### src/rtl/glyph_sched_pkg.sv
// Shared timing constants, fetch FSM state type and ROM address packing
// for the glyph line scheduler.
package glyph_sched_pkg;

    localparam int H_ACTIVE    = 640;
    localparam int H_TOTAL     = 800;
    localparam int V_TOTAL     = 525;
    localparam int GLYPH_H     = 8;
    localparam int SCALE_SHIFT = 1;

    typedef enum logic [1:0] {
        ST_IDLE  = 2'd0,
        ST_SCAN  = 2'd1,
        ST_DRAIN = 2'd2
    } sched_state_e;

    // Packs {glyph, row} into a wide word; callers keep the low GLYPH_IDX_W+3 bits.
    function automatic logic [15:0] rom_addr_pack(input logic [11:0] glyph,
                                                  input logic [2:0]  row);
        return {1'b0, glyph, row};
    endfunction

endpackage

### src/rtl/glyph_slot_pixel.sv
// Per-slot horizontal hit test: is hpos inside the 16-pixel-wide scaled glyph,
// and is the corresponding row bit lit.
module glyph_slot_pixel
    import glyph_sched_pkg::*;
(
    input  logic [9:0] hpos,
    input  logic [9:0] x,
    input  logic [7:0] row,
    output logic       hit
);

    logic [10:0] d;
    logic        in_range;
    logic [2:0]  col;

    // 11-bit difference: a borrow sets d[10], so hpos < x falls out of range.
    assign d        = {1'b0, hpos} - {1'b0, x};
    assign in_range = (d < 11'(GLYPH_H << SCALE_SHIFT));
    assign col      = 3'(GLYPH_H - 1) - 3'(d >> SCALE_SHIFT);
    assign hit      = in_range && row[col];

endmodule

### src/rtl/glyph_line_scheduler.sv
// Glyph sprite line scheduler: fetches one ROM row per slot during hblank into
// shadow buffers, swaps them in at end of line, and emits a registered hit/slot.
//
//  state    | meaning
//  ---------+-----------------------------------------------------------
//  ST_IDLE  | waiting for hblank; rom_addr held at 0
//  ST_SCAN  | one slot per cycle: drive rom_addr, latch active flag and x
//  ST_DRAIN | capture ROM row for the last slot, then back to idle
module glyph_line_scheduler #(
    parameter  int NUM_SLOTS   = 12,
    parameter  int GLYPH_IDX_W = 4,
    parameter  int H_ACTIVE    = glyph_sched_pkg::H_ACTIVE,
    parameter  int H_TOTAL     = glyph_sched_pkg::H_TOTAL,
    parameter  int V_TOTAL     = glyph_sched_pkg::V_TOTAL,
    localparam int SW          = (NUM_SLOTS > 1) ? $clog2(NUM_SLOTS) : 1,
    localparam int AW          = GLYPH_IDX_W + 3
) (
    input  logic                   clk,
    input  logic                   rst_n,
    input  logic [9:0]             hpos,
    input  logic [9:0]             vpos,
    input  logic                   cfg_we,
    input  logic [SW-1:0]          cfg_slot,
    input  logic                   cfg_en,
    input  logic [9:0]             cfg_x,
    input  logic [9:0]             cfg_y,
    input  logic [GLYPH_IDX_W-1:0] cfg_glyph,
    output logic [AW-1:0]          rom_addr,
    input  logic [7:0]             rom_data,
    output logic                   pix_hit,
    output logic [SW-1:0]          pix_slot,
    output logic                   busy
);

    import glyph_sched_pkg::*;

    logic                   en_q    [NUM_SLOTS];
    logic                   en_d    [NUM_SLOTS];
    logic [9:0]             x_q     [NUM_SLOTS];
    logic [9:0]             x_d     [NUM_SLOTS];
    logic [9:0]             y_q     [NUM_SLOTS];
    logic [9:0]             y_d     [NUM_SLOTS];
    logic [GLYPH_IDX_W-1:0] glyph_q [NUM_SLOTS];
    logic [GLYPH_IDX_W-1:0] glyph_d [NUM_SLOTS];

    logic [7:0]             srow_q  [NUM_SLOTS];
    logic [7:0]             srow_d  [NUM_SLOTS];
    logic [9:0]             sx_q    [NUM_SLOTS];
    logic [9:0]             sx_d    [NUM_SLOTS];
    logic [7:0]             arow_q  [NUM_SLOTS];
    logic [7:0]             arow_d  [NUM_SLOTS];
    logic [9:0]             ax_q    [NUM_SLOTS];
    logic [9:0]             ax_d    [NUM_SLOTS];

    sched_state_e           state_q, state_d;
    logic [SW-1:0]          s_q, s_d;
    logic                   pipe_vld_q, pipe_vld_d;
    logic                   pipe_act_q, pipe_act_d;
    logic [9:0]             pipe_x_q, pipe_x_d;
    logic [SW-1:0]          pipe_s_q, pipe_s_d;
    logic                   pix_hit_q, pix_hit_d;
    logic [SW-1:0]          pix_slot_q, pix_slot_d;

    logic [9:0]             nl;
    logic [9:0]             ydiff;
    logic                   act_s;
    logic [2:0]             row_s;
    logic [15:0]            rom_addr_full;
    logic                   unused_rom_hi;
    logic [NUM_SLOTS-1:0]   slot_hit;

    assign nl    = (vpos == 10'(V_TOTAL - 1)) ? 10'd0 : vpos + 10'd1;
    assign ydiff = nl - y_q[s_q];
    // 11-bit compare keeps y near the top of the 10-bit range from wrapping.
    assign act_s = en_q[s_q]
                && ({1'b0, nl} >= {1'b0, y_q[s_q]})
                && ({1'b0, nl} <  {1'b0, y_q[s_q]} + 11'(GLYPH_H << SCALE_SHIFT));
    assign row_s = 3'(ydiff >> SCALE_SHIFT);

    assign rom_addr_full = rom_addr_pack(12'(glyph_q[s_q]), row_s);
    assign unused_rom_hi = ^rom_addr_full[15:AW];

    always_comb begin
        for (int i = 0; i < NUM_SLOTS; i++) begin
            en_d[i]    = en_q[i];
            x_d[i]     = x_q[i];
            y_d[i]     = y_q[i];
            glyph_d[i] = glyph_q[i];
        end
        if (cfg_we && (32'(cfg_slot) < NUM_SLOTS)) begin
            en_d[cfg_slot]    = cfg_en;
            x_d[cfg_slot]     = cfg_x;
            y_d[cfg_slot]     = cfg_y;
            glyph_d[cfg_slot] = cfg_glyph;
        end
    end

    always_comb begin
        state_d    = state_q;
        s_d        = s_q;
        pipe_vld_d = 1'b0;
        pipe_act_d = pipe_act_q;
        pipe_x_d   = pipe_x_q;
        pipe_s_d   = pipe_s_q;
        rom_addr   = '0;
        case (state_q)
            ST_IDLE: begin
                // Armed one pixel early so slot 0 is addressed at hpos == H_ACTIVE.
                if (hpos == 10'(H_ACTIVE - 1)) begin
                    state_d = ST_SCAN;
                    s_d     = '0;
                end
            end
            ST_SCAN: begin
                rom_addr   = rom_addr_full[AW-1:0];
                pipe_vld_d = 1'b1;
                pipe_act_d = act_s;
                pipe_x_d   = x_q[s_q];
                pipe_s_d   = s_q;
                if (32'(s_q) == NUM_SLOTS - 1) begin
                    state_d = ST_DRAIN;
                end else begin
                    s_d = s_q + 1'b1;
                end
            end
            ST_DRAIN: state_d = ST_IDLE;
            default:  state_d = ST_IDLE;
        endcase
    end

    always_comb begin
        for (int i = 0; i < NUM_SLOTS; i++) begin
            srow_d[i] = srow_q[i];
            sx_d[i]   = sx_q[i];
            arow_d[i] = arow_q[i];
            ax_d[i]   = ax_q[i];
        end
        if (pipe_vld_q) begin
            srow_d[pipe_s_q] = pipe_act_q ? rom_data : 8'h00;
            sx_d[pipe_s_q]   = pipe_x_q;
        end
        if (hpos == 10'(H_TOTAL - 1)) begin
            for (int i = 0; i < NUM_SLOTS; i++) begin
                arow_d[i] = srow_q[i];
                ax_d[i]   = sx_q[i];
            end
        end
    end

    for (genvar g = 0; g < NUM_SLOTS; g++) begin : g_slot
        glyph_slot_pixel u_pix (
            .hpos (hpos),
            .x    (ax_q[g]),
            .row  (arow_q[g]),
            .hit  (slot_hit[g])
        );
    end

    // Walk downwards so the lowest lit index is the last to assign.
    always_comb begin
        pix_hit_d  = 1'b0;
        pix_slot_d = '0;
        if (hpos < 10'(H_ACTIVE)) begin
            for (int i = NUM_SLOTS - 1; i >= 0; i--) begin
                if (slot_hit[i]) begin
                    pix_hit_d  = 1'b1;
                    pix_slot_d = SW'(i);
                end
            end
        end
    end

    always_ff @(posedge clk) begin
        if (!rst_n) begin
            for (int i = 0; i < NUM_SLOTS; i++) begin
                en_q[i]    <= 1'b0;
                x_q[i]     <= '0;
                y_q[i]     <= '0;
                glyph_q[i] <= '0;
                srow_q[i]  <= '0;
                sx_q[i]    <= '0;
                arow_q[i]  <= '0;
                ax_q[i]    <= '0;
            end
            state_q    <= ST_IDLE;
            s_q        <= '0;
            pipe_vld_q <= 1'b0;
            pipe_act_q <= 1'b0;
            pipe_x_q   <= '0;
            pipe_s_q   <= '0;
            pix_hit_q  <= 1'b0;
            pix_slot_q <= '0;
        end else begin
            for (int i = 0; i < NUM_SLOTS; i++) begin
                en_q[i]    <= en_d[i];
                x_q[i]     <= x_d[i];
                y_q[i]     <= y_d[i];
                glyph_q[i] <= glyph_d[i];
                srow_q[i]  <= srow_d[i];
                sx_q[i]    <= sx_d[i];
                arow_q[i]  <= arow_d[i];
                ax_q[i]    <= ax_d[i];
            end
            state_q    <= state_d;
            s_q        <= s_d;
            pipe_vld_q <= pipe_vld_d;
            pipe_act_q <= pipe_act_d;
            pipe_x_q   <= pipe_x_d;
            pipe_s_q   <= pipe_s_d;
            pix_hit_q  <= pix_hit_d;
            pix_slot_q <= pix_slot_d;
        end
    end

    assign pix_hit  = pix_hit_q;
    assign pix_slot = pix_slot_q;
    assign busy     = (state_q != ST_IDLE);

endmodule

### config.mk
export PLATFORM = sky130hd
export DESIGN_NAME = glyph_line_scheduler
export DESIGN_NICKNAME = d
export VERILOG_FILES = /design/src/rtl/glyph_sched_pkg.sv /design/src/rtl/glyph_slot_pixel.sv /design/src/rtl/glyph_line_scheduler.sv
export SDC_FILE = /design/constraint.sdc
export NUM_CORES = 2
export LEC_CHECK = 0
export BUFFER_PORTS_ARGS = -buffer_cell sky130_fd_sc_hd__buf_2
export CAP_MARGIN = 15
export CELL_PAD_IN_SITES_DETAIL_PLACEMENT = 1
export CELL_PAD_IN_SITES_GLOBAL_PLACEMENT = 2
export CORE_UTILIZATION = 30
export CTS_BUF_LIST = sky130_fd_sc_hd__clkbuf_8
export CTS_CLUSTER_SIZE = 14
export DETAILED_ROUTE_END_ITERATION = 7
export GPL_TIMING_DRIVEN = 0
export PLACE_DENSITY = 0.71
export SYNTH_ARGS = -nofsm -noshare
export SYNTH_HDL_FRONTEND = slang
export SYNTH_SLANG_ARGS = --single-unit
export TNS_END_PERCENT = 5
### constraint.sdc
create_clock -name clk -period 12 [get_ports clk]
set_clock_uncertainty 0.15 [all_clocks]
set_input_delay 1.2 -clock clk [delete_from_list [all_inputs] [get_ports clk]]
set_output_delay 1.2 -clock clk [all_outputs]
set_load 0.02 [all_outputs]
-- Word-level counts from Yosys, hierarchy flattened
Memory sizes are Yosys's and may differ from the RTL's. A register that Yosys moved wholly into a read port is not among the register bits.
Index checks and enable logic that the tools add are counted.
- add/sub/neg operators: 28
- order comparisons: 32
- eq/ne operators: 8
- muxes and demuxes: 185
- bitwise gates (word level): 100
- reductions and logical operators: 28
- operators with widths (cell ; number):
    10-bit 2-to-1 mux ; 51
    120-bit 2-to-1 mux ; 4
    120-bit bitwise mux ; 3
    8-bit 2-to-1 mux ; 26
    96-bit 2-to-1 mux ; 2
    11-bit by 5-bit < comparator with 1-bit output (second input constant) ; 12
    10-bit by 10-bit subtractor with 11-bit output ; 12
    4-bit 2-to-1 mux ; 25
    96-bit bitwise mux ; 1
    1-bit bitwise OR ; 96
    10-bit demux with 4-bit select ; 2
    48-bit bitwise mux ; 1
    3-bit by 4-bit < comparator with 1-bit output (second input constant) ; 12
    48-bit 2-to-1 mux ; 1
    1-bit 2-to-1 mux ; 41
    1-bit binary-select mux with 3-bit select ; 12
    3-bit subtractor (first input constant) ; 12
    8-bit demux with 4-bit select ; 1
    10-bit == test (second input constant) ; 3
    1-bit logical AND ; 17
    4-bit demux with 4-bit select ; 1
    12-bit bitwise mux ; 1
    12-bit 2-to-1 mux ; 1
    3-bit 2-to-1 mux ; 4
    29 further kinds ; 40
- flip-flop bits (word level): 17
- RAM bits: 732
- bits of input ports: 60
- output and inout bits: 13
- logic and storage cells: 399
- memories: 8
- memories (memory ; words ; bits a word ; read ports ; clocked after memory_dff ; wr ports ; RTL line ; source):
    ax_q ; 12 ; 10 ; 12 ; 0 ; 12 ; glyph_line_scheduler.sv:52 ; logic [9:0] ax_q [NUM_SLOTS];
    sx_q ; 12 ; 10 ; 12 ; 0 ; 12 ; glyph_line_scheduler.sv:48 ; logic [9:0] sx_q [NUM_SLOTS];
    x_q ; 12 ; 10 ; 13 ; 1 ; 12 ; glyph_line_scheduler.sv:39 ; logic [9:0] x_q [NUM_SLOTS];
    y_q ; 12 ; 10 ; 13 ; 1 ; 12 ; glyph_line_scheduler.sv:41 ; logic [9:0] y_q [NUM_SLOTS];
    arow_q ; 12 ; 8 ; 12 ; 0 ; 12 ; glyph_line_scheduler.sv:50 ; logic [7:0] arow_q [NUM_SLOTS];
    srow_q ; 12 ; 8 ; 12 ; 0 ; 12 ; glyph_line_scheduler.sv:46 ; logic [7:0] srow_q [NUM_SLOTS];
    2 more memories ; - ; - ; - ; - ; - ; - ;

-- Longest topological paths before layout
An unclocked memory read counts as a cell.
- depth after elaboration: 18
- depth in mapped cells: 18
- depth with buffers taken out: 15

-- Cells and area by module
A second synthesis with hierarchy kept.
- cell total of the unflattened synthesis: 4534
- area, all modules: 38124.1 um^2
- by module, submodules not included (module ; times used ; cells an instance ; area an instance (um^2) ; sequential area each (um^2)):
    glyph_line_scheduler ; 1 ; 3666 ; 31415.1 ; 15364.7
    glyph_slot_pixel at g_slot[10].u_pix ... ; 7 ; 74 ; 569.3 ; 0.0
    glyph_slot_pixel at g_slot[7].u_pix ... ; 3 ; 71 ; 554.3 ; 0.0
    glyph_slot_pixel at g_slot[0].u_pix ; 1 ; 68 ; 541.8 ; 0.0
    glyph_slot_pixel at g_slot[6].u_pix ; 1 ; 69 ; 519.2 ; 0.0

-- Worst setup path before layout
No wires, ideal clock.
- kind: input to output
- start: input port vpos[3]
- end: output port rom_addr[2]
- arrival time: 3.138 ns
- required time: 10.650 ns
- slack: 7.512 ns
- stages: 10
- path buffers: 0
- path through: and2_1 nand4_1 nor4_1 nor2b_1 ha_1 nor2b_1 o21ai_0 nand2b_1 xnor2_1 nor2_1
- word-level cells in the longest chain between the ends: 4
- elaborated cells on any way between the ends: 5
- those cells by class: 2 x add/sub; 1 x eq/ne; 2 x mux
- ends and longest elaborated chain (what ; RTL line ; source):
    from (decl) ; glyph_line_scheduler.sv:21 ; input logic [9:0] vpos,
    10-bit by 1-bit adder with 10-bit output / 10-bit == test (equally long branches) ; glyph_line_scheduler.sv:72 ; assign nl = (vpos == 10'(V_TOTAL - 1)) ? 10'd0 : vpos + 10'd1;
    10-bit 2-to-1 mux (*) ; glyph_line_scheduler.sv:72 ;
    4-bit subtractor (*) ; glyph_line_scheduler.sv:73 ; assign ydiff = nl - y_q[s_q];
    7-bit 2-to-1 mux (*) ; glyph_line_scheduler.sv:106 ; case (state_q)
    to (decl) ; glyph_line_scheduler.sv:28 ; output logic [AW-1:0] rom_addr,
Mark *: on every way between the ends. The rest lies on a longest branch, timed or not.

==> results.md <==
- Status: completed
- Fillers: roughly 15000
- Critical Path Fanout Max: 10
- Primary FF master, synth: dfxtp_1
- Routed vias: 31300
- Vias in the first global route: approximately 33000
- Clock latency on the worst-skew pair: 810 ps
- Dpl cells: 6134
- Die Ht: about 350 um
- Area Overhead vs Synth: 14.7%
- DRC violations left: 0
- CP endpoint kind: primary output
- Critical path's slowest cell: buf_1
- Synthesized instance count: around 4400
- Critical path's top delay family: buffers and inverters
- Post-synth top area share: 0.408
- Resized cells post-CTS: 0
- Num ports: 73
- Largest net degree at the start of global routing: 26
- # Post-CTS Setup Buffers: 0
- Max cap viols: 0
- Cell Area, Synth: roughly 37000 sq um
- Sinks on Clock Net: 763
- Seq/Total Area, Yosys: 0.416
- Final setup fails: 0
- GR Overflow Total: 0
- Maximum clock path buffer count: 3
- Worst EP arrival: between 5000 and 6000 ps
- CTS tree: yes
- Wirelength per Cell: around 21 um
- Initial antenna violation count: 16
- Core Box Area: 122000 sq um
- Root Buffer Master: clkbuf_8
- Synth Register Bits: about 760
- Syn. warnings: 0
- Syn nets: 4629
- # port buffers: a little under 70
- Initial Util: 0.303
- DR iter-0 viols: ~1600
- CP most frequent cell: buf_2
- Fin crit share: 0.541
- Drt via density: a little under 5
- Commonest cells in the synthesized netlist: nand2_1, dfxtp_1, a21boi_0
- Syn Area/Cell: around 8.3 sq um
- Reg clk slew, reported paths: roughly 60 ps
- Worst endpoint required time: approximately 11000 ps
- Highest clock rate: roughly 0.15 GHz
- Total track usage: 0.219
- Global-route wire length before repair: between 200 and 250 mm
- Detailed placement HPWL: around 100 mm
- Largest area contributor in the netlist: dfxtp_1
- Drt pass-1 iters: 5
- Post-synth cell types: 72
- Drt total wl: 137 mm
- Worst-margin pin slew: 1310 ps
- Critical path launch point type: flip-flop
- Final Hold Vio Count: 0
- Leakage power: between 10 and 15 nW
- Most numerous cell in the Yosys netlist: nand2_1
- Top post-synthesis cells by area: dfxtp_1, nand2_1, a21boi_0, mux4_2, ha_1
- H-tree depth: 4
- Multi-input logic area: between 15000 and 20000 sq um
- Setup TNS: 0 ps
- Crit-path max cell delay: around 700 ps
- Final Non-Filler Cells: ~6400
- FFs w/ async S/R, synth: 0
- GPL Wtd Cong: around 0.84
- CP Class: flip-flop to primary output
- ANT nets after route: 0
- Post-layout min period: approximately 6500 ps
- RSZ-0062 raised after global routing: false
- Layout cells sized above 1: 0.0885
- Crit path buffers/inverters: 5
- Area occupied by registers: 15400 sq um
- Worst vdd ir: around 0.078 mV
- Pwr Density: between 100 and 150 nW/um^2
- Nets: 4857
- CTS buffer count: 145
- Row count: around 130
- Post-synth EDFFs: 9
- Critical path cell sequence: buf_2, buf_2, buf_1, clkbuf_1, mux4_2, nand2_1, o21ai_0, ha_1, fa_1, xor2_1, nor2_1, buf_2
- Max-slew violation count: 0
- Die area: 125000 sq um
- Worst Hold Launch: sx_q[1][32]$_SDFFE_PN0P_
- Number of hold buffers added after cts: 0
- Worst slew margin: 0.125
- Die X: about 350 um
- Worst hold path type: flip-flop to flip-flop
-- final cells by class --
cell class	instances	area share
Multi-Input combinational cell	3214	0.469
Sequential cell	763	0.362
Clock buffer	186	0.0604
Tap cell	1625	0.0480
Buffer	298	0.0269
Inverter	153	0.0135
Timing Repair Buffer	81	0.0111
Clock inverter	71	0.00823
Antenna cell	3	0.000177
-- kinds of logic (layout without fill, tap and decap cells) --
family,Yosys count,after routing,synth area share
flip-flops,763,763,0.416
multiplexers,151,151,0.0745
other,0,3,0
AND/OR/NAND/NOR,1848,1848,0.206
buffers and inverters,451,789,0.0464
XOR/XNOR,60,60,0.0142
AO/OA/AOI/OAI,1014,1014,0.193
adder cells (fa/ha/maj),141,141,0.0504
-- layer usage --
layer	track usage	wire, um	up-vias
met5	0	0	-
met4	0.0713	3960	0
met3	0.0260	4620	223
met2	0.383	67300	513
met1	0.279	61500	15300
li1	-	-	15300
-- cells in the final DEF, fill, tap and decap left out, drive strengths merged, types with 8 or more instances in the layout --
cell type and count:
a211oi 14, a21boi 641, a21o 38, a21oi 77, a31o 8, a31oi 11, and2 104, and3 10
buf 106, clkbuf 459, clkinv 8, dfxtp 754, edfxtp 9, fa 13, ha 128, inv 210
mux2i 48, mux4 99, nand2 1480, nand2b 30, nand3 24, nand4 10, nor2 101, nor2b 10
nor3 29, o21a 9, o21ai 155, o21bai 8, xnor2 36, xor2 24
-- worst register-to-register path, cell delays in order (launching register included) --
cell	delay, ps
dfxtp_1	310
buf_2	340
buf_2	510
buf_1	690
clkbuf_1	650
mux2i_1	220
o21ai_0	480
ha_1	300
fa_1	230
nand2_1	70
a21o_1	180
a21oi_1	150
o21ai_0	120
nand3_1	100
a21oi_1	70
a211oi_1	750
o41ai_1	170
-- power by group --
| group | switching, W | internal (W) | total [W] |
|---|---|---|---|
| Sequential | 0.00000737 | 0.00255 | 0.00256 |
| Clock | 0.00117 | 0.00142 | 0.00259 |
| Combinational | 0.000236 | 0.000130 | 0.000367 |
| Total | 0.00141 | 0.00411 | 0.00552 |
-- registers in the layout, indices dropped and copies added (netlist names), 2 cells and up, named ones only --
name	flops
ax_q	120
pix_slot	4
pipe_x_q	10
s_q	4
en_q	12
srow_q	96
pipe_s_q	4
arow_q	96
x_q	120
y_q	120
state_q	2
glyph_q	48
sx_q	120
-- through the flow --
step	setup WS [ps]	power (W)	util	cell area, sq um	hold WS, ps
6_report	5500	0.00552	0.347	42400	307
2_1_floorplan	7510	0.00283	-	37000	290
3_3_place_gp	6180	0.00298	0.322	39300	296
3_5_place_dp	6190	0.00298	0.323	39500	306
4_1_cts	5330	0.00560	0.347	42400	306
5_1_grt	5230	0.00573	0.347	42400	320
-- final timing paths --
| path | endpoint | slack [ps] | cells past startpoint |
|---|---|---|---|
| max | rom_addr[1] | 5500 | 12 |
| min | ax_q[1][32]$_SDFFE_PN0N_ | 310 | 2 |
| max reg2reg | pipe_act_q$_SDFFE_PN0P_ | 6380 | 16 |
| min reg2reg | ax_q[1][32]$_SDFFE_PN0N_ | 310 | 2 |
No activity file was read; power rests on OpenSTA's default activity.
